**src/rtl/perceptron_pipe_ctrl_if.sv**
```systemverilog
// Handshake, config and status bundle between the perceptron pipeline controller and its neighbours.
// master = source/sink/config side, slave = the controller.
interface perceptron_pipe_ctrl_if #(
    parameter int STAGES   = 2,
    parameter int CFG_BITS = 2
);
    localparam int OCC_W = $clog2(STAGES + 1);

    logic [CFG_BITS-1:0] cfg_en_i;
    logic                flush_i;
    logic                val_i;
    logic                rdy_o;
    logic                val_o;
    logic                rdy_i;
    logic [STAGES-1:0]   stage_en_o;
    logic [STAGES-1:0]   stage_val_o;
    logic [OCC_W-1:0]    occupancy_o;
    logic                cfg_grant_o;
    logic [1:0]          state_o;

    modport master (
        output cfg_en_i, flush_i, val_i, rdy_i,
        input  rdy_o, val_o, stage_en_o, stage_val_o, occupancy_o, cfg_grant_o, state_o
    );

    modport slave (
        input  cfg_en_i, flush_i, val_i, rdy_i,
        output rdy_o, val_o, stage_en_o, stage_val_o, occupancy_o, cfg_grant_o, state_o
    );
endinterface

```
**src/rtl/perceptron_pipe_ctrl.sv**
```systemverilog
// Valid/ready control for a STAGES-deep perceptron datapath plus weight-config arbitration; STAGES cycles accept->val_o.
// Backpressure ripples back through stage enables (any bubble lets upstream advance); config/flush block intake same cycle.
module perceptron_pipe_ctrl #(
    parameter int STAGES    = 2,
    parameter int CFG_BITS  = 2,
    parameter int CFG_FLUSH = 0
) (
    input  logic                 clk,
    input  logic                 reset,
    perceptron_pipe_ctrl_if.slave bus
);
    localparam int OCC_W = $clog2(STAGES + 1);

    typedef enum logic [1:0] {
        RUN       = 2'd0,
        CFG_DRAIN = 2'd1,
        CFG_HOLD  = 2'd2
    } state_t;

    state_t             state;
    state_t             state_nxt;
    logic [STAGES-1:0]  v;
    logic [STAGES-1:0]  en;
    logic [OCC_W-1:0]   occ;
    logic               cfg_req;
    logic               rdy;
    logic               discard;
    logic               grant_q;
    logic               en_chain;

    assign cfg_req = |bus.cfg_en_i;

    // A stage may load when the sink takes data or any stage at or beyond it holds a bubble.
    always_comb begin
        en       = '0;
        en_chain = bus.rdy_i;
        for (int k = STAGES - 1; k >= 0; k--) begin
            en_chain = en_chain | ~v[k];
            en[k]    = en_chain;
        end
    end

    always_comb begin
        occ = '0;
        for (int k = 0; k < STAGES; k++) begin
            occ = occ + OCC_W'(v[k]);
        end
    end

    assign rdy     = en[0] & (state == RUN) & ~cfg_req & ~bus.flush_i & reset;
    assign discard = (CFG_FLUSH != 0) && (state == RUN) && cfg_req;

    always_comb begin
        state_nxt = state;
        case (state)
            RUN: begin
                if (cfg_req) begin
                    state_nxt = ((CFG_FLUSH != 0) || (occ == '0)) ? CFG_HOLD : CFG_DRAIN;
                end
            end
            CFG_DRAIN: begin
                if (!cfg_req) begin
                    state_nxt = RUN;
                end else if (occ == '0) begin
                    state_nxt = CFG_HOLD;
                end
            end
            CFG_HOLD: begin
                if (!cfg_req) begin
                    state_nxt = RUN;
                end
            end
            default: state_nxt = RUN;
        endcase
    end

    always_ff @(posedge clk or negedge reset) begin
        if (!reset) begin
            state   <= RUN;
            grant_q <= 1'b0;
        end else begin
            state   <= state_nxt;
            grant_q <= (state_nxt == CFG_HOLD);
        end
    end

    // Flush and flush-style config discard win over every capture.
    always_ff @(posedge clk or negedge reset) begin
        if (!reset) begin
            v <= '0;
        end else if (bus.flush_i || discard) begin
            v <= '0;
        end else begin
            if (en[0]) begin
                v[0] <= bus.val_i & rdy;
            end
            for (int k = 1; k < STAGES; k++) begin
                if (en[k]) begin
                    v[k] <= v[k-1];
                end
            end
        end
    end

    assign bus.rdy_o       = rdy;
    assign bus.val_o       = v[STAGES-1];
    assign bus.stage_en_o  = en;
    assign bus.stage_val_o = v;
    assign bus.occupancy_o = occ;
    assign bus.cfg_grant_o = grant_q;
    assign bus.state_o     = state;
endmodule

```
**src/flat_wrapper.sv**
```systemverilog
// flat-port wrapper written by rule: the top's interface ports become plain ports
module perceptron_pipe_ctrl_flat 
#(
    parameter int STAGES    = 2,
    parameter int CFG_BITS  = 2,
    parameter int CFG_FLUSH = 0
)
  (clk, reset, bus_cfg_en_i, bus_flush_i, bus_val_i, bus_rdy_i, bus_rdy_o, bus_val_o, bus_stage_en_o, bus_stage_val_o, bus_occupancy_o, bus_cfg_grant_o, bus_state_o);
  perceptron_pipe_ctrl_if #(.STAGES(STAGES), .CFG_BITS(CFG_BITS)) bus_i ();
  input  logic clk;
  input  logic reset;
  input wire logic [$bits(bus_i.cfg_en_i)-1:0] bus_cfg_en_i;
  input wire logic [$bits(bus_i.flush_i)-1:0] bus_flush_i;
  input wire logic [$bits(bus_i.val_i)-1:0] bus_val_i;
  input wire logic [$bits(bus_i.rdy_i)-1:0] bus_rdy_i;
  output wire logic [$bits(bus_i.rdy_o)-1:0] bus_rdy_o;
  output wire logic [$bits(bus_i.val_o)-1:0] bus_val_o;
  output wire logic [$bits(bus_i.stage_en_o)-1:0] bus_stage_en_o;
  output wire logic [$bits(bus_i.stage_val_o)-1:0] bus_stage_val_o;
  output wire logic [$bits(bus_i.occupancy_o)-1:0] bus_occupancy_o;
  output wire logic [$bits(bus_i.cfg_grant_o)-1:0] bus_cfg_grant_o;
  output wire logic [$bits(bus_i.state_o)-1:0] bus_state_o;
  assign bus_i.cfg_en_i = bus_cfg_en_i;
  assign bus_i.flush_i = bus_flush_i;
  assign bus_i.val_i = bus_val_i;
  assign bus_i.rdy_i = bus_rdy_i;
  assign bus_rdy_o = bus_i.rdy_o;
  assign bus_val_o = bus_i.val_o;
  assign bus_stage_en_o = bus_i.stage_en_o;
  assign bus_stage_val_o = bus_i.stage_val_o;
  assign bus_occupancy_o = bus_i.occupancy_o;
  assign bus_cfg_grant_o = bus_i.cfg_grant_o;
  assign bus_state_o = bus_i.state_o;
  perceptron_pipe_ctrl #(.STAGES(STAGES), .CFG_BITS(CFG_BITS), .CFG_FLUSH(CFG_FLUSH)) u_core (.clk(clk), .reset(reset), .bus(bus_i));
endmodule
```
**config.mk**
```make
export PLATFORM = sky130hd
export DESIGN_NAME = perceptron_pipe_ctrl_flat
export DESIGN_NICKNAME = d
export VERILOG_FILES = /design/src/rtl/perceptron_pipe_ctrl_if.sv /design/src/rtl/perceptron_pipe_ctrl.sv /design/src/flat_wrapper.sv
export SDC_FILE = /design/constraint.sdc
export NUM_CORES = 1
export LEC_CHECK = 0
export BUFFER_PORTS_ARGS = -buffer_cell sky130_fd_sc_hd__buf_2
export CAP_MARGIN = 20
export CORE_AREA = 2 2 39 41
export CTS_CLUSTER_DIAMETER = 100
export DETAILED_ROUTE_END_ITERATION = 10
export DIE_AREA = 0 0 41 43
export PLACE_DENSITY = 0.42
export SLEW_MARGIN = 5
export SYNTH_ARGS = -nofsm -noshare
export SYNTH_HDL_FRONTEND = slang
export SYNTH_SLANG_ARGS = --single-unit
```
**constraint.sdc**
```tcl
create_clock -name clk -period 1 [get_ports clk]
set_input_delay 0 -clock clk [delete_from_list [all_inputs] [get_ports clk]]
set_output_delay 0 -clock clk [all_outputs]
set_load 0.02 [all_outputs]
```
==> results.md <==
- Max IR drop VDD: 0.602 mV
- Static leakage: 0.000238 uW
- Final core occ: 36.4%
- Final slew viol count: 0
- Chip Width: 41 um
- Vias per std cell: 4.23
- Root Buffer: clkbuf_4
- H-Tree Depth: 1
- Wire per inst: 11.3 um
- Clk pin slew, worst setup/hold paths: 0.05 ns
- N_diodes: 0
- Placer Congestion: 0.670
- CTS Buf Count: 3
- Worst path slowest cell: dfrtp_2
- Max cap viols: 0
- Yosys reg bits: 5
- Worst path bufs/invs: 1
- # DRC: 0
- Mapped Area: 264 um^2
- CP required: 1.00 ns
- Die area: 1760 um^2
- I/O pin total: 18
- Synthesis-to-finish area growth: 91.0%
- Synth cell types: 14
- Setup TNS: -0.291 ns
- RR Endpoint: u_core.bus.state_o[1]
- Vias: 271
- Fraction of layout cells with a size suffix above 1: 68.8%
- # setup viols final: 3
- GR Util All Layers: 9.79%
- Crit Path Max Fanout: 2
- Worst setup SP type: flip-flop
- Hold WC Path Type: in2reg
- Fin crit share: 117%
- Synth top area share: 47.4%
- Synthesized instance count: 24
- Initial antenna violation count: 0
- Biggest area consumer among synthesized cells: dfrtp_1
- Hold WS: 0.0684 ns
- WP data arrival: 1.17 ns
- Final min period: 1.17 ns
- Cell Chain, Critical Path: nor4_4 -> and4b_2 -> buf_6
- Worst Hold Path EP: u_core.bus.stage_val_o[0]
- Max_slew headroom: 84.2%
- Vias in the first global route: 248
- Status: finished, violations left
- First-pass GRT wire length: 1080 um
- # rows: 14
- Clock sink total: 5
- Largest net degree at the start of global routing: 6
- Post-synthesis sequential area ratio: 47.4%
- Syn Area/Cell: 11.0 um^2
- Mapped Nets: 33
- Final WL: 723 um
- CTS tree: built
- Post-route ant nets: 0
- Worst path max stage delay: 0.42 ns
- Initial Utilization: 19.1%
- Hold Startpoint: bus_cfg_en_i[1]
- Worst clock skew: 0.00360 ns
- Nets: 58
- Clock Path Buffers: 2
- Final hold violations: 0
- PortBufs: 17
- Critical path start-end classification: reg2out
- WHS Path Cells: 3
- Synthesis Warnings: 0
- RSZ-0062 raised after global routing: true
- DRT Pass-1 Iters: 4
- Top cells by area, synth: dfrtp_1, ha_1, a21oi_1
- Cell family with most CP delay: flip-flops
- Core ar.: 1380 um^2
- Cells on worst reg2reg path: 3
- Clock latency on the worst-skew pair: 0.24 ns
- Critical R2R Launch: u_core.bus.state_o[1]
- Setup crit end kind: primary output
- Fmax: 855 MHz
- Measured slew at the worst slew-check pin: 0.237 ns
- R2R Setup Slk: 0.05 ns
- Gr ovfl total: 0
- PwrDens: 1170 nW/um^2
- DR iter-0 viols: 3
- Failing checks: setup timing
- Die height: 43 um
- Final Worst Setup Slack: -0.169 ns
worst reg2reg max path: stages (launching register included):
cell and delay [ns]:
dfrtp_2 0.38, buf_4 0.12, or2b_1 0.23, a21oi_1 0.13
flip-flops by register name, indices dropped and copies added (netlist names):
register,flops
u_core.bus.stage_val_o,2
u_core.bus.state_o,2
u_core.bus.cfg_grant_o,1
where the power goes:
part | total, uW | switching (uW) | internal (uW)
clock | 236 | 84.8 | 151
sequential | 231 | 11.2 | 220
combinational | 125 | 65.2 | 59.3
total | 591 | 161 | 430
cell usage in the layout (no fill, tap or decap), drive strengths merged, types with 2 or more instances in the layout:
cell	n
buf	20
dfrtp	5
clkbuf	4
a21oi	3
inv	2
ha	2
dlygate4sd3	2
nand2b	2
per-stage QoR:
step	total power [uW]	cell area, um^2	instances	setup WS, ns
after floorplan	286	269	24	0.0475
after global placement	336	374	57	0.0241
after detailed placement	338	374	57	0.00295
after CTS	604	493	64	-0.198
after global routing	640	504	64	-0.246
final	591	504	64	-0.169
cell type report:
type                    instances  area, um^2
repair buffers                 22         163
fillers                       153         880
inverters                       2        7.51
multi-input cells              15         159
clock buffers                   4        26.3
flip-flops and latches          5         129
well taps                      16        20.0
metal layers:
layer	track usage [%]	part of all wire, %	wire length (um)	vias up
met2	14.7	51	367	12
li1	-	-	-	131
met5	0	0	0	-
met4	8.00	0	0	0
met3	3.14	10	73	0
met1	10.5	39	282	128
Yosys cell counts:
master and instances:
nand3b_1 1, inv_1 2, dfrtp_1 5, or2b_1 1, ha_1 2, and4b_1 1, nor4_2 1, o2bb2ai_1 1
a21oi_1 3, buf_4 2, nor3_1 1, and3b_1 1, nand2b_1 2, nor2_1 1
worst max path at each step:
| stage | from | to | cells past startpoint |
|---|---|---|---|
| 6_report | u_core.bus.state_o[1] | bus_rdy_o | 3 |
| 5_1_grt | u_core.bus.state_o[1] | bus_rdy_o | 3 |
| 3_3_place_gp | u_core.bus.stage_val_o[0] | u_core.bus.cfg_grant_o | 4 |
| 3_5_place_dp | u_core.bus.stage_val_o[0] | u_core.bus.cfg_grant_o | 4 |
| 4_1_cts | u_core.bus.state_o[1] | bus_rdy_o | 3 |
| 2_1_floorplan | u_core.bus.stage_val_o[0] | u_core.bus.state_o[1] | 4 |
cells by family (layout without fill, tap and decap cells):
kind of cell / count (synthesis) / count (layout) / synth area share, %
buffers and inverters: 4 / 28 / 8.53
AND/OR/NAND/NOR: 9 / 9 / 25.6
flip-flops: 5 / 5 / 47.4
adder cells (fa/ha/maj): 2 / 2 / 9.48
AO/OA/AOI/OAI: 4 / 4 / 9.00
what timing repair did:
item | in CTS | in global routing
hold buffers | 2 | 0
gates resized for setup | 16 | 2
setup endpoints to repair | 6 | 5
pin swaps | 1 | 1
hold endpoints to repair | 7 | 0
buffers inserted | 1 | 0
Note: power is estimated with default switching activity, not from simulation.
